<file path="config.mk">
export PLATFORM = sky130hd
export DESIGN_NAME = count_enable_gen
export DESIGN_NICKNAME = d
export VERILOG_FILES = /design/src/rtl/counter_pkg.sv /design/src/rtl/button_debounce.sv /design/src/rtl/count_enable_gen.sv
export SDC_FILE = /design/constraint.sdc
export NUM_CORES = 1
export LEC_CHECK = 0
export CAP_MARGIN = 30
export CORE_MARGIN = 4
export CORE_UTILIZATION = 58
export DETAILED_ROUTE_END_ITERATION = 10
export MAX_ROUTING_LAYER = met4
export PLACE_DENSITY_LB_ADDON = 0.3
export REMOVE_ABC_BUFFERS = 1
export SETUP_SLACK_MARGIN = 0.02
export SKIP_LAST_GASP = 1
export SLEW_MARGIN = 40
export SYNTH_ARGS = -nofsm -noshare
export SYNTH_HDL_FRONTEND = slang
export SYNTH_SLANG_ARGS = --single-unit
</file>
<file path="constraint.sdc">
create_clock -name clk -period 2.56 [get_ports clk]
set_input_delay 0.512 -clock clk [delete_from_list [all_inputs] [get_ports clk]]
set_output_delay 0.512 -clock clk [all_outputs]
set_load 0.03 [all_outputs]
</file>
<file path="src/rtl/counter_pkg.sv">
// rtl/counter_pkg.sv - shared mode encoding and sizing helpers for the counter front end
package counter_pkg;

    localparam logic MODE_STOPPED = 1'b0;
    localparam logic MODE_RUNNING = 1'b1;

    typedef enum logic {
        ST_STOPPED = MODE_STOPPED,
        ST_RUNNING = MODE_RUNNING
    } mode_e;

    function automatic int prescale_width(input int prescale);
        return ($clog2(prescale) < 1) ? 1 : $clog2(prescale);
    endfunction

endpackage

</file>
<file path="src/rtl/button_debounce.sv">
// rtl/button_debounce.sv - two-flop synchroniser, debounce filter and press detector for one button
module button_debounce #(
    parameter int DEBOUNCE_CYCLES = 16
) (
    input  logic clk,
    input  logic reset,
    input  logic btn_raw,
    output logic level,
    output logic press
);

    localparam int CW = $clog2(DEBOUNCE_CYCLES + 1);
    localparam logic [CW-1:0] CNT_LAST = CW'(DEBOUNCE_CYCLES - 1);

    logic          sync1;
    logic          sync2;
    logic          stable;
    logic          stable_d;
    logic [CW-1:0] cnt;

    always_ff @(posedge clk) begin
        if (reset) begin
            sync1    <= 1'b0;
            sync2    <= 1'b0;
            stable   <= 1'b0;
            stable_d <= 1'b0;
            cnt      <= '0;
        end else begin
            sync1    <= btn_raw;
            sync2    <= sync1;
            stable_d <= stable;
            // The flip happens on the edge that completes the run of differing samples.
            if (sync2 == stable) begin
                cnt <= '0;
            end else if (cnt == CNT_LAST) begin
                stable <= ~stable;
                cnt    <= '0;
            end else begin
                cnt <= cnt + 1'b1;
            end
        end
    end

    assign level = stable;
    assign press = stable & ~stable_d;

endmodule

</file>
<file path="src/rtl/count_enable_gen.sv">
// rtl/count_enable_gen.sv - step/free-run enable generator feeding the 4-bit counter
module count_enable_gen
    import counter_pkg::*;
#(
    parameter int DEBOUNCE_CYCLES = 16,
    parameter int PRESCALE        = 8
) (
    input  logic clk,
    input  logic reset,
    input  logic btn_step,
    input  logic btn_run,
    output logic enable,
    output logic running
);

    localparam int PW = prescale_width(PRESCALE);
    localparam logic [PW-1:0] PS_LAST = PW'(PRESCALE - 1);

    logic step_level;
    logic step_press;
    logic run_level;
    logic run_press;
    logic unused_levels;

    mode_e          state;
    mode_e          state_next;
    logic [PW-1:0]  prescale_cnt;
    logic [PW-1:0]  prescale_next;
    logic           enable_next;

    button_debounce #(
        .DEBOUNCE_CYCLES(DEBOUNCE_CYCLES)
    ) u_step (
        .clk    (clk),
        .reset  (reset),
        .btn_raw(btn_step),
        .level  (step_level),
        .press  (step_press)
    );

    button_debounce #(
        .DEBOUNCE_CYCLES(DEBOUNCE_CYCLES)
    ) u_run (
        .clk    (clk),
        .reset  (reset),
        .btn_raw(btn_run),
        .level  (run_level),
        .press  (run_press)
    );

    assign unused_levels = step_level ^ run_level;

    always_ff @(posedge clk) begin
        if (reset) begin
            state        <= ST_STOPPED;
            prescale_cnt <= '0;
            enable       <= 1'b0;
            running      <= 1'b0;
        end else begin
            state        <= state_next;
            prescale_cnt <= prescale_next;
            enable       <= enable_next;
            running      <= (state_next == ST_RUNNING);
        end
    end

    // A run press always takes priority, so a simultaneous step press is dropped.
    always_comb begin
        state_next    = state;
        prescale_next = prescale_cnt;
        enable_next   = 1'b0;
        case (state)
            ST_STOPPED: begin
                if (run_press) begin
                    state_next    = ST_RUNNING;
                    prescale_next = '0;
                end else if (step_press) begin
                    enable_next = 1'b1;
                end
            end
            ST_RUNNING: begin
                if (run_press) begin
                    state_next    = ST_STOPPED;
                    prescale_next = '0;
                end else if (prescale_cnt == PS_LAST) begin
                    prescale_next = '0;
                    enable_next   = 1'b1;
                end else begin
                    prescale_next = prescale_cnt + 1'b1;
                end
            end
        endcase
    end

endmodule

</file>
Yosys cells after proc, flatten, opt, wreduce, memory -nomap -nowiden
Index checks and enable logic that the tools add are counted.
{"block": "totals", "register_bits": 23, "output_inout_bits": 2, "wordCells": 47, "input_bits": 4}
{"block": "classes", "bitwise_logic": 9, "n_reduce_logical": 4, "addsub": 3, "n_eq_ne": 6, "muxes": 12}
{"cell": "adder 5 x 1 -> 5 bit, second input constant", "n": 2}
{"cell": "== test 5 x 4 -> 1 bit, second input constant", "n": 2}
{"cell": "2-to-1 mux 3 bit", "n": 3}
{"cell": "inverter 1 bit", "n": 7}
{"cell": "2-to-1 mux 1 bit", "n": 6}
{"cell": "one-hot mux 3 bit (2 select lines)", "n": 1}
{"cell": "OR reduction 3 bit", "n": 2}
{"cell": "one-hot mux 1 bit (2 select lines)", "n": 2}
{"cell": "AND reduction 2 bit", "n": 2}
{"cell": "adder 3 x 1 -> 3 bit, second input constant", "n": 1}
{"cell": "== test 3 bit, second input constant", "n": 1}
{"cell": "AND 1 bit", "n": 2}
{"cell": "== test 1 bit", "n": 2}
{"cell": "!= test 2 bit, second input constant", "n": 1}

Depth between registers and ports, before layout
{"block": "logic_depth", "ltp_word": 5, "ltp_mapped": 5, "ltp_nobuf": 5}

Cells and area by module
From an unflattened synthesis, not the netlist that was laid out.
{"block": "unflattened", "hier_cells": 82, "hier_area_um2": 864.6}
{"mod": "button_debounce", "cells_per_inst": 30, "area_per_inst_um2": 319.1, "seq_area_each_um2": 180.2, "instances": 2}
{"mod": "count_enable_gen", "cells_per_inst": 22, "area_per_inst_um2": 226.5, "seq_area_each_um2": 100.1, "instances": 1}

Least setup slack after synthesis
OpenSTA, ideal clock, no wires.
{"block": "synth_path", "kind": "register to register", "start": "reg u_step.cnt[0]", "end": "reg u_step.cnt[2]", "synth_period_minus_slack_ps": 1437, "path_buffers": 0, "stages_incl_launch_ff": 6, "setup_slack_ps": 1123, "required_time_ps": 2496, "setup_ps": 64, "t_arrival_ps": 1372, "path_cell_list": "dfxtp_1 -> ha_1 -> and3_1 -> ha_1 -> or3_4 -> nor2_1"}
{"block": "synth_between", "elab_chain_len": 2, "word_cells_on_any_way": 3, "classes_between": "add/sub (1); eq/ne (1); reduce/logical (1)"}
{"element": "start, declared", "line": "button_debounce.sv:19", "rtl": "logic [CW-1:0] cnt;"}
{"element": "start signal, assigned", "line": "button_debounce.sv:39", "rtl": "cnt <= cnt + 1'b1;"}
{"element": "branches (longest 2 deep; another with adder 5 x 1 -> 5 bit)"}
Several ways; the timed one is not identified.
A chain may end at the register's enable or synchronous reset.

==> summary.txt <==
Layout area overhead = 10.9%
Synth warn = 0
Arrival @ worst endpoint = 1.37 ns
PD cells = 566 mW/mm2
Antenna Cells = 0
Startpoint type of the worst setup path = flip-flop
Reg2reg path depth = 5
Total routed wirelength = 1.09 mm
Top FF cell, synth = dfxtp_1
Max-slew headroom = 67.4%
PortBufs = 5
Netlist cell types = 17
Min-Delay Path Class = reg2reg
Chip Height = 46.4 um
Register bit total from synthesis = 23
Worst-Margin Slew = 0.487 ns
M3 GR Usage = 2.34%
WHS = 0.457 ns
Die X-Extent = 46.4 um
Total grt overflow = 0
Worst R2R Setup Slack = 0.98 ns
Worst Setup Path Type = reg2out
Total number of vias = 520
Crit-path max FO = 4
Core Area = 0.00135 mm2
CTS sink count = 23
Post CTS Setup Buffer Count = 0
VDD IR-drop max = 489 uV
Fin crit period = 1.89 ns
Busiest layer in global routing = met1
RR Endpoint = prescale_cnt[2]
Final Hold Vio Count = 0
Crit. End Element = output pin
RSZ-0062 raised after global routing = false
Global-route usage over all layers = 13.9%
Register area share after synthesis = 54.0%
Synth area leader = dfxtp_1
Die area = 0.00215 mm2
First-pass GRT wire length = 2.13 mm
I/O pin total = 6
Avg WL per Cell = 10.4 um
H-tree depth = 1
Number of fill cells in the layout = 105
Slowest stage cell, crit path = clkdlybuf4s50_1
Met1 GRT Util = 20.1%
EDFF count, synth = 0
# setup viols final = 0
Clock Path Buffers = 2
1st-pass router iterations = 4
Most common cell in the synthesized netlist = dfxtp_1
# hold bufs at CTS = 0
Final TNS setup = 0 ns
Detail Route Antenna Nets = 0
Initial antenna violation count = 0
Max cap viols = 0
Clock skew = 0.00137 ns
Worst skew pair latency = 0.29 ns
Synth top area cells = dfxtp_1 (54%), ha_1 (10%), nor2b_1 (6.6%)
CTS Buf Count = 3
Most frequent cells after synthesis = dfxtp_1 (23), nor2_1 (13), nor2b_1 (9), ha_1 (7), inv_1 (6)
Buf/Inv on CP = 1
Vias per inst = 5.00
GPL Wtd Cong = 0.743
Hold Path Stages = 1
Starting density of the core = 63.2%
Worst path cell trace = clkdlybuf4s50_1
Period utilisation layout = 73.7%
Status = complete, no violations
Min-delay src = u_step.cnt[0]
Hold Path End = u_step.cnt[0]
Post-Syn Instances = 81
Leak = 0.373 nW
Share of cells above drive strength 1 = 6.74%
Largest net degree at the start of global routing = 16
Fraction of registers with async set/reset = 0%
CP delay by family, top = buffers and inverters
Final nets = 101
CTS tree = done
DP HPWL = 783 um
FP Rows = 13
Clock root buffer = clkbuf_4
Fmax = 530 MHz
Required time of the critical path = 2.05 ns
DRT iter0 DRCs = 4
Post-route DRC = 0
Max-slew violation count = 0
Vias in the first global route = 527
Mapped Area = 853 um2
Clk slew on worst S/H paths = 0.12 ns
# resized after CTS = 0
Largest stage delay, worst path = 0.69 ns
Grt met2 use = 19.2%
Post-synth top area share = 54.0%
Syn_area_per_cell = 10.5 um2
Reg-to-reg startpoint = u_run.level
logic make-up after synthesis:
logic type / Yosys count / synth area share (%)
buf+inv: 7 / 3.08
simple gates: 32 / 20.5
xor+xnor: 6 / 6.16
flops: 23 / 54.0
compound gates: 4 / 3.67
mux: 2 / 2.35
fa+ha+maj: 7 / 10.3
placed cells by master, fill, tap and decap left out:
| master | Yosys | layout |
|---|---|---|
| nor2b_1 | 9 | 9 |
| clkdlybuf4s50_1 | 0 | 5 |
| clkinv_2 | 0 | 1 |
| xor2_1 | 2 | 2 |
| nor4_1 | 2 | 2 |
| nor3b_1 | 1 | 1 |
| a21oi_1 | 1 | 1 |
| clkbuf_4 | 0 | 3 |
| mux2i_1 | 2 | 2 |
| dfxtp_1 | 23 | 23 |
| xnor2_1 | 4 | 4 |
| inv_1 | 6 | 6 |
| and3_1 | 2 | 2 |
| a22o_1 | 3 | 3 |
| or3_4 | 2 | 2 |
| nor3_1 | 1 | 1 |
| nor2_1 | 13 | 13 |
| nand3_1 | 2 | 2 |
| ha_1 | 7 | 7 |
registers in the layout, indices dropped and copies added (netlist names):
signal	count
enable	1
prescale_cnt	3
u_step.cnt	5
u_step.level	1
u_run.sync2	1
u_run.sync1	1
u_run.cnt	5
u_step.sync2	1
u_step.sync1	1
u_run.level	1
u_run.stable_d	1
state	1
u_step.stable_d	1
cell type report:
class	instances	area, um2	share of cell area (%)
Inverter	6	22.5	2.38
Tap cell	15	18.8	1.98
Clock buffer	3	22.5	2.38
Timing Repair Buffer	5	50.0	5.29
Clock inverter	1	5.00	0.529
Sequential cell	23	460	48.7
Multi-Input combinational cell	51	367	38.8
layer usage:
metal | vias to the layer above | part of all wire [%]
li1 | 285 | -
met1 | 225 | 54
met2 | 8 | 40
met3 | 2 | 4.1
met4 | 0 | 1.1
met5 | - | 0
metrics by stage:
stage	total power, mW	instances	worst slack (ns)	cell area [um2]	utilization (%)
5_1_grt	0.561	104	0.613	946	70.1
3_5_place_dp	0.387	100	0.684	918	68.0
3_3_place_gp	0.386	100	0.725	918	68.0
2_1_floorplan	0.378	80	1.12	850	-
6_report	0.535	104	0.674	946	70.1
4_1_cts	0.542	104	0.657	946	70.1
where the power goes:
part           switching [mW]  leakage (nW)  internal [mW]  total [mW]
logic                 0.00685         0.169        0.00826      0.0151
registers             0.00187         0.186          0.362       0.364
clock network          0.0988        0.0177         0.0580       0.157
total                   0.107         0.373          0.428       0.535
how the worst max path moves through the flow:
stage / startpoint / endpoint / cells after the start
after detailed placement: reset / u_run.cnt[3] / 3
final: state / running / 1
after CTS: state / running / 1
after floorplan: u_step.cnt[0] / u_step.cnt[2] / 5
after global placement: reset / u_step.cnt[3] / 3
after global routing: state / running / 1
Note: power is estimated with default switching activity, not from simulation.
